--- src/rtl/dmem_access_seq_pkg.sv ---
`timescale 1ns/1ps
`default_nettype none
// ============================================================================
// Module      : dmem_access_seq_pkg
// Description : Shared size encodings, sequencer states, lane-part selector
//               and small decode helpers for the DMEM access sequencer.
// Revision    : 1.0 - initial release
// ============================================================================
package dmem_access_seq_pkg;

    // Access size encodings (funct3[1:0]); 2'b11 is folded onto word.
    localparam logic [1:0] SZ_B = 2'b00;
    localparam logic [1:0] SZ_H = 2'b01;
    localparam logic [1:0] SZ_W = 2'b10;

    // Sequencer states: IDLE accepts requests, SPLIT issues the high half.
    typedef enum logic [0:0] {
        IDLE  = 1'b0,
        SPLIT = 1'b1
    } seqState_t;

    // Which DMEM word of a (possibly split) access is being formed.
    typedef enum logic [0:0] {
        PART_LO = 1'b0,
        PART_HI = 1'b1
    } lanePart_t;

    // Fold the reserved size code onto word.
    function automatic logic [1:0] normSize(input logic [1:0] size);
        return (size == 2'b11) ? SZ_W : size;
    endfunction

    // Half at offset 3 or any unaligned word spills into the next word.
    function automatic logic isMisaligned(input logic [1:0] size,
                                          input logic [1:0] off);
        logic [1:0] s;
        s = normSize(size);
        return ((s == SZ_H) && (off == 2'd3)) || ((s == SZ_W) && (off != 2'd0));
    endfunction

    // Byte-enable pattern of an access before lane shifting.
    function automatic logic [3:0] sizeMask(input logic [1:0] size);
        logic [3:0] m;
        case (normSize(size))
            SZ_B:    m = 4'b0001;
            SZ_H:    m = 4'b0011;
            default: m = 4'b1111;
        endcase
        return m;
    endfunction

endpackage : dmem_access_seq_pkg
`default_nettype wire

--- src/rtl/dmem_access_seq_lane.sv ---
`timescale 1ns/1ps
`default_nettype none
// ============================================================================
// Module      : dmem_lane_align
// Description : Combinational lane aligner. Shifts the size mask and store
//               data into a 64-bit two-word window by the byte offset and
//               returns either the low or the high word of that window.
// Revision    : 1.0 - initial release
// ============================================================================
module dmem_lane_align
    import dmem_access_seq_pkg::*;
(
    input  logic [1:0]  size,
    input  logic [1:0]  off,
    input  lanePart_t   part,
    input  logic        we,
    input  logic [31:0] wdata,
    output logic [3:0]  mask,
    output logic [31:0] din
);

    logic [3:0]  w_baseMask;
    logic [7:0]  w_maskWin;
    logic [63:0] w_dataWin;

    // Shift into a two-word window; the low word is the first DMEM cycle and
    // the high word is whatever spilled past the word boundary.
    always_comb begin
        w_baseMask = sizeMask(size);
        w_maskWin  = {4'b0000, w_baseMask} << off;
        w_dataWin  = {32'h0000_0000, wdata} << {off, 3'b000};
        mask       = 4'b0000;
        din        = w_dataWin[31:0];
        if (part == PART_HI) begin
            din = w_dataWin[63:32];
            if (we) begin
                mask = w_maskWin[7:4];
            end
        end else if (we) begin
            mask = w_maskWin[3:0];
        end
    end

endmodule : dmem_lane_align
`default_nettype wire

--- src/rtl/dmem_access_seq.sv ---
`timescale 1ns/1ps
`default_nettype none
// ============================================================================
// Module      : dmem_access_seq
// Description : Data-memory access sequencer. Turns memory-stage load/store
//               requests into word-addressed, byte-masked DMEM cycles,
//               splitting word-crossing accesses into two cycles, and returns
//               right-justified, sign/zero-extended load data.
// Options     : `DMEM_MISALIGN_TRAP_EN - flag misaligned requests on
//               misalign_trap instead of splitting them.
// Revision    : 1.0 - initial release
// ============================================================================
module dmem_access_seq
    import dmem_access_seq_pkg::*;
#(
    parameter int DMEM_AW = 14
) (
    input  logic               clk,
    input  logic               rst_n,
    input  logic               req_valid,
    input  logic               req_we,
    input  logic [1:0]         req_size,
    input  logic               req_signed,
    input  logic [31:0]        req_addr,
    input  logic [31:0]        req_wdata,
    output logic               dmem_en,
    output logic [DMEM_AW-1:0] dmem_addr,
    output logic [3:0]         dmem_we,
    output logic [31:0]        dmem_din,
    input  logic [31:0]        dmem_dout,
    output logic               stall,
    output logic               rsp_valid,
    output logic [31:0]        rsp_rdata,
    output logic               misalign_trap
);

    // ---------------------------------------------------------------- state
    seqState_t          r_state;

    // Request latched for the high half of a split access.
    logic [DMEM_AW-1:0] r_latWord;
    logic [1:0]         r_latSize;
    logic [1:0]         r_latOff;
    logic               r_latSigned;
    logic               r_latWe;
    logic [31:0]        r_latWdata;

    // Pending load response and the low word of a split load.
    logic               r_rspPending;
    logic               r_rspSplit;
    logic               r_rspSigned;
    logic [1:0]         r_rspSize;
    logic [1:0]         r_rspOff;
    logic [31:0]        r_loWord;

    // -------------------------------------------------------- request decode
    logic [1:0]         w_reqOff;
    logic [1:0]         w_reqSize;
    logic               w_reqMis;
    logic               w_accept;
    logic               w_doSplit;
    logic               w_trap;

    assign w_reqOff  = req_addr[1:0];
    assign w_reqSize = normSize(req_size);
    assign w_reqMis  = isMisaligned(req_size, w_reqOff);
    assign w_accept  = (r_state == IDLE) && req_valid;

`ifdef DMEM_MISALIGN_TRAP_EN
    assign w_trap    = w_accept && w_reqMis;
    assign w_doSplit = 1'b0;
`else
    assign w_trap    = 1'b0;
    assign w_doSplit = w_accept && w_reqMis;
`endif

    // ------------------------------------------------------ lane alignment
    logic [1:0]         w_alSize;
    logic [1:0]         w_alOff;
    lanePart_t          w_alPart;
    logic               w_alWe;
    logic [31:0]        w_alWdata;
    logic [DMEM_AW-1:0] w_wordAddr;
    logic               w_issue;
    logic [3:0]         w_alMask;
    logic [31:0]        w_alDin;

    // Select live request (IDLE) or latched request (SPLIT) for the aligner.
    always_comb begin
        w_alSize   = w_reqSize;
        w_alOff    = w_reqOff;
        w_alPart   = PART_LO;
        w_alWe     = req_we;
        w_alWdata  = req_wdata;
        w_wordAddr = req_addr[DMEM_AW+1:2];
        w_issue    = w_accept && !w_trap;
        if (r_state == SPLIT) begin
            w_alSize   = r_latSize;
            w_alOff    = r_latOff;
            w_alPart   = PART_HI;
            w_alWe     = r_latWe;
            w_alWdata  = r_latWdata;
            w_wordAddr = r_latWord + DMEM_AW'(1);
            w_issue    = 1'b1;
        end
    end

    dmem_lane_align u_laneAlign (
        .size  (w_alSize),
        .off   (w_alOff),
        .part  (w_alPart),
        .we    (w_alWe),
        .wdata (w_alWdata),
        .mask  (w_alMask),
        .din   (w_alDin)
    );

    // DMEM-side outputs; held at zero whenever no access is issued or while
    // reset is asserted.
    always_comb begin
        dmem_en       = rst_n & w_issue;
        dmem_addr     = '0;
        dmem_we       = 4'b0000;
        dmem_din      = 32'h0000_0000;
        if (dmem_en) begin
            dmem_addr = w_wordAddr;
            dmem_we   = w_alMask;
            dmem_din  = w_alDin;
        end
        stall         = rst_n & w_doSplit;
        misalign_trap = rst_n & w_trap;
    end

    // Sequencer: split control, request latch and load-response bookkeeping.
    always_ff @(posedge clk or negedge rst_n) begin
        if (!rst_n) begin
            r_state      <= IDLE;
            r_latWord    <= '0;
            r_latSize    <= SZ_B;
            r_latOff     <= 2'd0;
            r_latSigned  <= 1'b0;
            r_latWe      <= 1'b0;
            r_latWdata   <= 32'h0000_0000;
            r_rspPending <= 1'b0;
            r_rspSplit   <= 1'b0;
            r_rspSigned  <= 1'b0;
            r_rspSize    <= SZ_B;
            r_rspOff     <= 2'd0;
            r_loWord     <= 32'h0000_0000;
        end else begin
            r_rspPending <= 1'b0;
            case (r_state)
                IDLE: begin
                    if (w_doSplit) begin
                        r_latWord   <= req_addr[DMEM_AW+1:2];
                        r_latSize   <= w_reqSize;
                        r_latOff    <= w_reqOff;
                        r_latSigned <= req_signed;
                        r_latWe     <= req_we;
                        r_latWdata  <= req_wdata;
                        r_state     <= SPLIT;
                    end else if (w_accept && !w_trap && !req_we) begin
                        r_rspPending <= 1'b1;
                        r_rspSplit   <= 1'b0;
                        r_rspSize    <= w_reqSize;
                        r_rspSigned  <= req_signed;
                        r_rspOff     <= w_reqOff;
                    end
                end
                SPLIT: begin
                    // Low-word read data returns while the high half issues.
                    if (!r_latWe) begin
                        r_loWord     <= dmem_dout;
                        r_rspPending <= 1'b1;
                        r_rspSplit   <= 1'b1;
                        r_rspSize    <= r_latSize;
                        r_rspSigned  <= r_latSigned;
                        r_rspOff     <= r_latOff;
                    end
                    r_state <= IDLE;
                end
                default: r_state <= IDLE;
            endcase
        end
    end

    // ------------------------------------------------------ load extraction
    logic [63:0] w_rspWin;
    logic [63:0] w_rspShift;
    logic [31:0] w_rspRaw;

    // Right-justify the loaded bytes and extend them to 32 bits.
    always_comb begin
        w_rspWin   = r_rspSplit ? {dmem_dout, r_loWord} : {32'h0000_0000, dmem_dout};
        w_rspShift = w_rspWin >> {r_rspOff, 3'b000};
        w_rspRaw   = w_rspShift[31:0];
        case (r_rspSize)
            SZ_B:    rsp_rdata = {{24{r_rspSigned & w_rspRaw[7]}},  w_rspRaw[7:0]};
            SZ_H:    rsp_rdata = {{16{r_rspSigned & w_rspRaw[15]}}, w_rspRaw[15:0]};
            default: rsp_rdata = w_rspRaw;
        endcase
        if (!r_rspPending) begin
            rsp_rdata = 32'h0000_0000;
        end
    end

    assign rsp_valid = r_rspPending;

    // Address bits above the DMEM window and the spilled half of the
    // response window carry no information.
    logic w_unused;
    assign w_unused = &{1'b0, req_addr[31:DMEM_AW+2], w_rspShift[63:32]};

endmodule : dmem_access_seq
`default_nettype wire

--- config.mk ---
export PLATFORM = sky130hd
export DESIGN_NAME = dmem_access_seq
export DESIGN_NICKNAME = d
export VERILOG_FILES = /design/src/rtl/dmem_access_seq_pkg.sv /design/src/rtl/dmem_access_seq_lane.sv /design/src/rtl/dmem_access_seq.sv
export SDC_FILE = /design/constraint.sdc
export NUM_CORES = 1
export LEC_CHECK = 0
export ABC_CLOCK_PERIOD_IN_PS = 1900
export BUFFER_PORTS_ARGS = -buffer_cell sky130_fd_sc_hd__buf_2
export CAP_MARGIN = 20
export CORE_MARGIN = 4
export CORE_UTILIZATION = 48
export CTS_CLUSTER_SIZE = 28
export DETAILED_ROUTE_END_ITERATION = 10
export GPL_TIMING_DRIVEN = 0
export PLACE_DENSITY_LB_ADDON = 0.15
export REMOVE_ABC_BUFFERS = 1
export SYNTH_ARGS = -nofsm -noshare
export SYNTH_HDL_FRONTEND = slang
export SYNTH_SLANG_ARGS = --single-unit
--- constraint.sdc ---
create_clock -name clk -period 1.9 [get_ports clk]
set_input_delay 0.285 -clock clk [delete_from_list [all_inputs] [get_ports clk]]
set_output_delay 0.285 -clock clk [all_outputs]
set_load 0.05 [all_outputs]
; ---- After elaboration in Yosys (flattened, before gate mapping)
; Index checks and enable logic that the tools add are counted.
[word_totals]
out_inout_bits = 86
input_bits = 103
register_bits = 92
word_cells = 88
[op_classes]
mux = 42
bitwise_logic = 6
n_addsub = 1
n_eq_ne = 10
n_reduce_logical = 13
shifts = 3
[ops]
columns = op, count
row1 = 32-bit 2-to-1 mux, 4
row2 = 64-bit 2-to-1 mux, 1
row3 = 32-bit one-hot mux with 2 select lines, 1
row4 = 32-bit by 5-bit << shifter with 64-bit output, 1
row5 = 64-bit by 5-bit >> shifter with 32-bit output, 1
row6 = 14-bit 2-to-1 mux, 2
row7 = 2-bit 2-to-1 mux, 10
row8 = 4-bit 2-to-1 mux, 4
row9 = 14-bit by 1-bit adder with 14-bit output (second input constant), 1
row10 = 1-bit 2-to-1 mux, 13
row11 = 2-bit equality test (second input constant), 4
row12 = 1-bit one-hot mux with 2 select lines, 4
row13 = 2-bit one-hot mux with 2 select lines, 2
row14 = 4-bit one-hot mux with 2 select lines, 1
row15 = 4-bit by 2-bit << shifter with 8-bit output, 1
row16 = 2-bit by 1-bit equality test with 1-bit output (second input constant), 3
row17 = 1-bit logical AND, 5
row18 = 1-bit bitwise AND, 4
row19 = 2-bit logical NOT, 2
row20 = 2-bit != test (second input constant), 2
row21 = 2-bit AND reduction, 2
row22 = 3-bit AND reduction, 1
row23 = 2-bit by 1-bit != test with 1-bit output (second input constant), 1
row24 = 1-bit NOT, 2
row25 = 3 further kinds, 3

; ---- Logic depth before layout (Yosys ltp)
[logic_depth]
depth_word = 11
ltp_mapped = 8
depth_no_buf = 5

; ---- Cells and area by module
; Synthesis repeated with hierarchy kept, for this count alone.
[unflattened]
cells_unflattened = 674
hier_area_um2 = 7088.0
[by_module_without_submodules]
columns = mod, area_per_inst_um2, seq_area_each_um2, instances, cells_per_inst
row1 = dmem_access_seq, 6268.5, 2302.2, 1, 570
row2 = dmem_lane_align, 819.5, 0.0, 1, 104

; ---- Worst setup path before layout
; Ideal clock, no wire load.
[synth_path]
kind = register to output
start = register r_latWord[2]
end = output dmem_addr[13]
required_time_ns = 1.615
setup_slack_ns = -1.086
path_stages_with_launch = 6
path_buffers = 0
arrival_time_ns = 2.701
path_cell_list = dfrtp_1 and4_1 nand3_1 or2_1 or3_1 a311oi_1
[synth_between]
elab_chain_len = 3
[synth_rtl]
columns = item, line_no
row1 = start: declaration, dmem_access_seq.sv:41  ; logic [DMEM_AW-1:0] r_latWord;
row2 = start signal: assignment, dmem_access_seq.sv:155  ; r_latWord <= req_addr[DMEM_AW+1:2];
row3 = 14-bit by 1-bit adder with 14-bit output, dmem_access_seq.sv:103  ; w_wordAddr = r_latWord + DMEM_AW'(1);
row4 = 14-bit 2-to-1 mux, dmem_access_seq.sv:97  ; if (r_state == SPLIT) begin
row5 = 14-bit 2-to-1 mux, dmem_access_seq.sv:125  ; if (dmem_en) begin
row6 = end: declaration, dmem_access_seq.sv:27  ; output logic [DMEM_AW-1:0] dmem_addr,
; Every way passes these cells.

; ---- Final worst setup path
[layout_path]
start = register r_rspOff[0]
end = output rsp_rdata[23]
[layout_between]
elab_chain_len = 4
word_cells_on_any_way = 5
cone_classes = 1 x shift / 2 x mux / 2 x bitwise
[layout_rtl]
columns = item, line_no
row1 = start: declaration, dmem_access_seq.sv:53  ; logic [1:0] r_rspOff;
row2 = start signal: assignment, dmem_access_seq.sv:167  ; r_rspOff <= w_reqOff;
row3 = start signal: assignment, dmem_access_seq.sv:178  ; r_rspOff <= r_latOff;
row4 = 64-bit by 5-bit >> shifter with 32-bit output *, dmem_access_seq.sv:195  ; w_rspShift = w_rspWin >> {r_rspOff, 3'b000};
row5 = "1-bit bitwise AND, on equally long branches", "dmem_access_seq.sv:199, dmem_access_seq.sv:198"
row6 = 32-bit one-hot mux with 2 select lines *, dmem_access_seq.sv:197  ; case (r_rspSize)
row7 = 32-bit 2-to-1 mux *, dmem_access_seq.sv:202  ; if (!r_rspPending) begin
row8 = end: declaration, dmem_access_seq.sv:33  ; output logic [31:0] rsp_rdata,
; Mark *: on every way between the ends. The rest lies on a longest branch, timed or not.

==> summary.txt <==
Outcome
  • Outcome: finished with violations
  • Violated checks: negative setup slack

Pwr
  • Max VDD drop: 0.6308 mV
  • Cell Pwr Density: 1009 nW/µm²
  • Leak Pwr: 4.430 nW

Synth
  • Number of synthesized flops with an enable pin: 0
  • Proportion of register bits with asynchronous set or reset after synthesis: 100.0%
  • Top post-synthesis cells by area: dfrtp_1 (33%), mux2_2 (16%), mux2i_1 (8.5%), a211oi_1 (4.5%), nand2_1 (4.0%)
  • Share of the synthesized area in the top cell type: 33.06%
  • Library cell with the largest summed area after synthesis: dfrtp_1
  • Flip-flop and latch count after synthesis: 84
  • Netlist area before placement: 6359 µm²
  • Sequential area share after synthesis: 33.06%
  • Gate count after technology mapping: 672
  • Post-synthesis area per instance: 9.462 µm²
  • Number of different library cells in the post-synthesis netlist: 50
  • Yosys Warn Count: 0
  • Ys flop type: dfrtp_1

STA
  • Worst clock skew: 10.61 ps
  • Upper clock frequency limit: 370.9 MHz
  • Max-Slew Margin vs Limit: 53.27%
  • Final hold viol count: 0
  • Fin. max-slew vios: 0
  • Post-route setup slack: -796.2 ps
  • Share of the clock period used by the worst path: 141.9%
  • Least-Margin Pin Slew: 700.9 ps
  • Final sum of negative setup slack: -50220 ps
  • Post-Route Hold Slack: 136.8 ps
  • Setup-failing EPs final: 123
  • Setup repair after global routing missed its margin: true
  • Min cycle time layout: 2696 ps

Clock tree
  • Clock latency of the later-clocked register in the worst-skew pair: 350 ps
  • Root cell of the clock tree: clkbuf_16
  • Count of H-tree levels built during CTS: 3
  • Clock transition at the register clock pins on the worst setup and hold paths after CTS: 60 ps
  • Maximum clock insertion buffer count: 2
  • Number of buffers inserted during clock tree synthesis: 9
  • TritonCTS clock tree: built
  • Clock sink total: 84

Drt
  • First-pass iteration count of the detailed router: 6
  • Wirelength per Cell: 24.25 µm
  • Post-route DRC violation count: 0
  • Overall routed net length: 26.20 mm
  • Violation count after the first detailed-route iteration: 640
  • Vias after detailed routing: 7049
  • Routed Antenna Nets: 0
  • Via density: 6.527

Global routing
  • Global-route wire length before repair: 36.58 mm
  • Largest net degree at the start of global routing: 48
  • Total gr overflow: 0
  • Number of global-route vias before repair: 6942
  • GRT Util Overall: 31.20%
  • Antenna violations before repair: 0

Place
  • HPWL Detailed: 12.73 mm
  • Placement-stage cell area: 7332 µm²
  • Input/output buffers: 171
  • Final weighted congestion in routability-driven placement: 0.8861
  • Total placed cells including tap cells: 963

Die
  • Initial cell density of the core: 49.78%
  • Die Wd: 123.1 µm
  • Rows: 41
  • Area enclosed by the die boundary: 15150 µm²
  • Floorplan core area: 12770 µm²
  • Number of top-level pins: 189
  • Overall die height: 123.1 µm

Layout
  • # fillers: 736
  • Area growth syn-to-layout: 59.29%
  • Proportion of layout cells with a drive suffix above 1: 56.94%
  • Number of nets in the layout: 1007
  • Summed area of non-filler cells in the final layout: 10130 µm²
  • Post-route core utilization: 79.29%
  • Number of diodes added for antenna fixing: 0
  • Cell Count, Final, Fillers Out: 1080

Critical path
  • Family of cells with the greatest summed delay on the critical path: simple AND/OR/NAND/NOR gates
  • Data arrival, critical path: 2410 ps
  • Kind of start point of the critical path: register
  • Cell with the biggest individual delay on the critical path: dfrtp_4
  • Cell-by-cell listing of the critical path: mux2_2, or3_1, and4_4, a221oi_4, buf_4, a21oi_1, buf_4
  • Required time at the worst-slack endpoint: 1620 ps
  • Delay contributed by the slowest stage of the critical path: 480 ps
  • Most frequent cell on the critical path: buf_4
  • Maximum fanout count along the critical path: 6
  • CP bufs+invs: 2
  • Endpoint kind of the worst setup timing path: output port
  • Crit Path Class: reg -> out

Job
  • Number of maximum-capacitance constraint violations: 0

Worst hold path
  • Worst min path class: in -> async
==> synthesized netlist by cell type (all sizes together) (2+ instances only) <==
cell type,n
mux2,93
dfrtp,84
nand2,68
nor2,63
mux2i,54
a211oi,38
a21oi,31
buf,31
clkbuf,27
nor2b,24
a22oi,16
a311oi,12
and2,12
o21a,12
o21ai,9
o22ai,9
xor2,9
a221oi,8
a311o,8
mux4,8
o221a,8
inv,6
o22a,6
nand4,5
and3,4
nand3,4
or3,4
and4,2
clkinv,2
nand2b,2
o211ai,2
==> through the flow <==
step,power [W],setup WS (ps)
floorplan,0.005638,-2252
global placement,0.006542,-3284
detailed placement,0.006704,-1661
CTS,0.009592,-832.5
global route,0.01065,-879.4
finish,0.01022,-796.2
==> what timing repair did <==
item	CTS	global route
gates resized for setup	263	144
setup buffers	64	24
pin swaps	46	31
hold buffers	2	0
hold endpoints to repair	42	0
cloned	14	3
setup endpoints to repair	165	129
==> cell type report <==
class,count,area (µm²),area share [%]
multi-input cells,529,4825,47.63
clock buffers,13,260.3,2.569
clock inverters,3,68.82,0.6794
flip-flops and latches,84,2122,20.95
repair buffers,271,2606,25.73
well taps,172,215.2,2.125
inverters,8,31.28,0.3088
==> report_power, final <==
group          switching [W]  leakage, nW  internal (W)
logic                0.00286         3.29       0.00251
clock network       0.000773        0.160       0.00123
registers           0.000568        0.981       0.00228
==> sequential cells by signal (all words and copies together), names as in the netlist <==
signal and flops:
r_latOff 2, r_latSigned 1, r_latSize 2, r_latWdata 24
r_latWe 1, r_latWord 14, r_loWord 32, r_rspOff 2
r_rspSigned 1, r_rspSize 2, r_rspSplit 1, r_state 1
rsp_valid 1
==> final timing paths <==
| check | depth (start not counted) | slack (ps) | endpoint | start |
|---|---|---|---|---|
| setup / recovery | 7 | -800 | rsp_rdata[23] | r_rspOff[0] |
| hold / removal | 3 | 140 | r_loWord[10] | rst_n |
| setup reg to reg | 8 | -160 | r_latWord[10] | r_state |
| hold reg to reg | 1 | 500 | r_loWord[5] | r_loWord[5] |
| max in group asynchronous | 3 | 1520 | r_latOff[1] | rst_n |
| min in group clk | 3 | 150 | r_latWord[0] | req_addr[2] |
==> cells in the final DEF, fill, tap and decap left out, types with 22 or more instances in the layout <==
master / Yosys / layout
dfrtp_1: 84 / 78
a211oi_1: 38 / 22
buf_6: 1 / 89
mux2i_1: 54 / 52
mux2_2: 93 / 54
mux2_4: 0 / 42
nor2_1: 62 / 50
buf_4: 3 / 62
nand2_1: 68 / 55
buf_2: 17 / 85
nor2b_1: 24 / 23
==> metal layers <==
metal | global-route usage [%] | up-vias | wire length [µm]
met4 | 15.99 | 0 | 1501
li1 | - | 2961 | -
met3 | 6.862 | 136 | 2621
met5 | 0 | - | 0
met1 | 37.95 | 3427 | 9568
met2 | 52.07 | 525 | 12500
==> cells by family (layout without fill, tap and decap cells) <==
group / Yosys count / in the layout / share of synthesized area, %
simple gates: 192 / 194 / 13.91
compound gates: 163 / 165 / 19.07
mux: 155 / 158 / 27.80
flops: 84 / 84 / 33.06
buf+inv: 66 / 295 / 4.526
xor+xnor: 10 / 10 / 1.378
fa+ha+maj: 1 / 1 / 0.1967
other cells: 1 / 1 / 0.05898
==> worst min-delay path: cells and delay by family <==
family                 cells  cell delay, ps
buffers and inverters      3             570
Power figures use the tool's default switching activity.
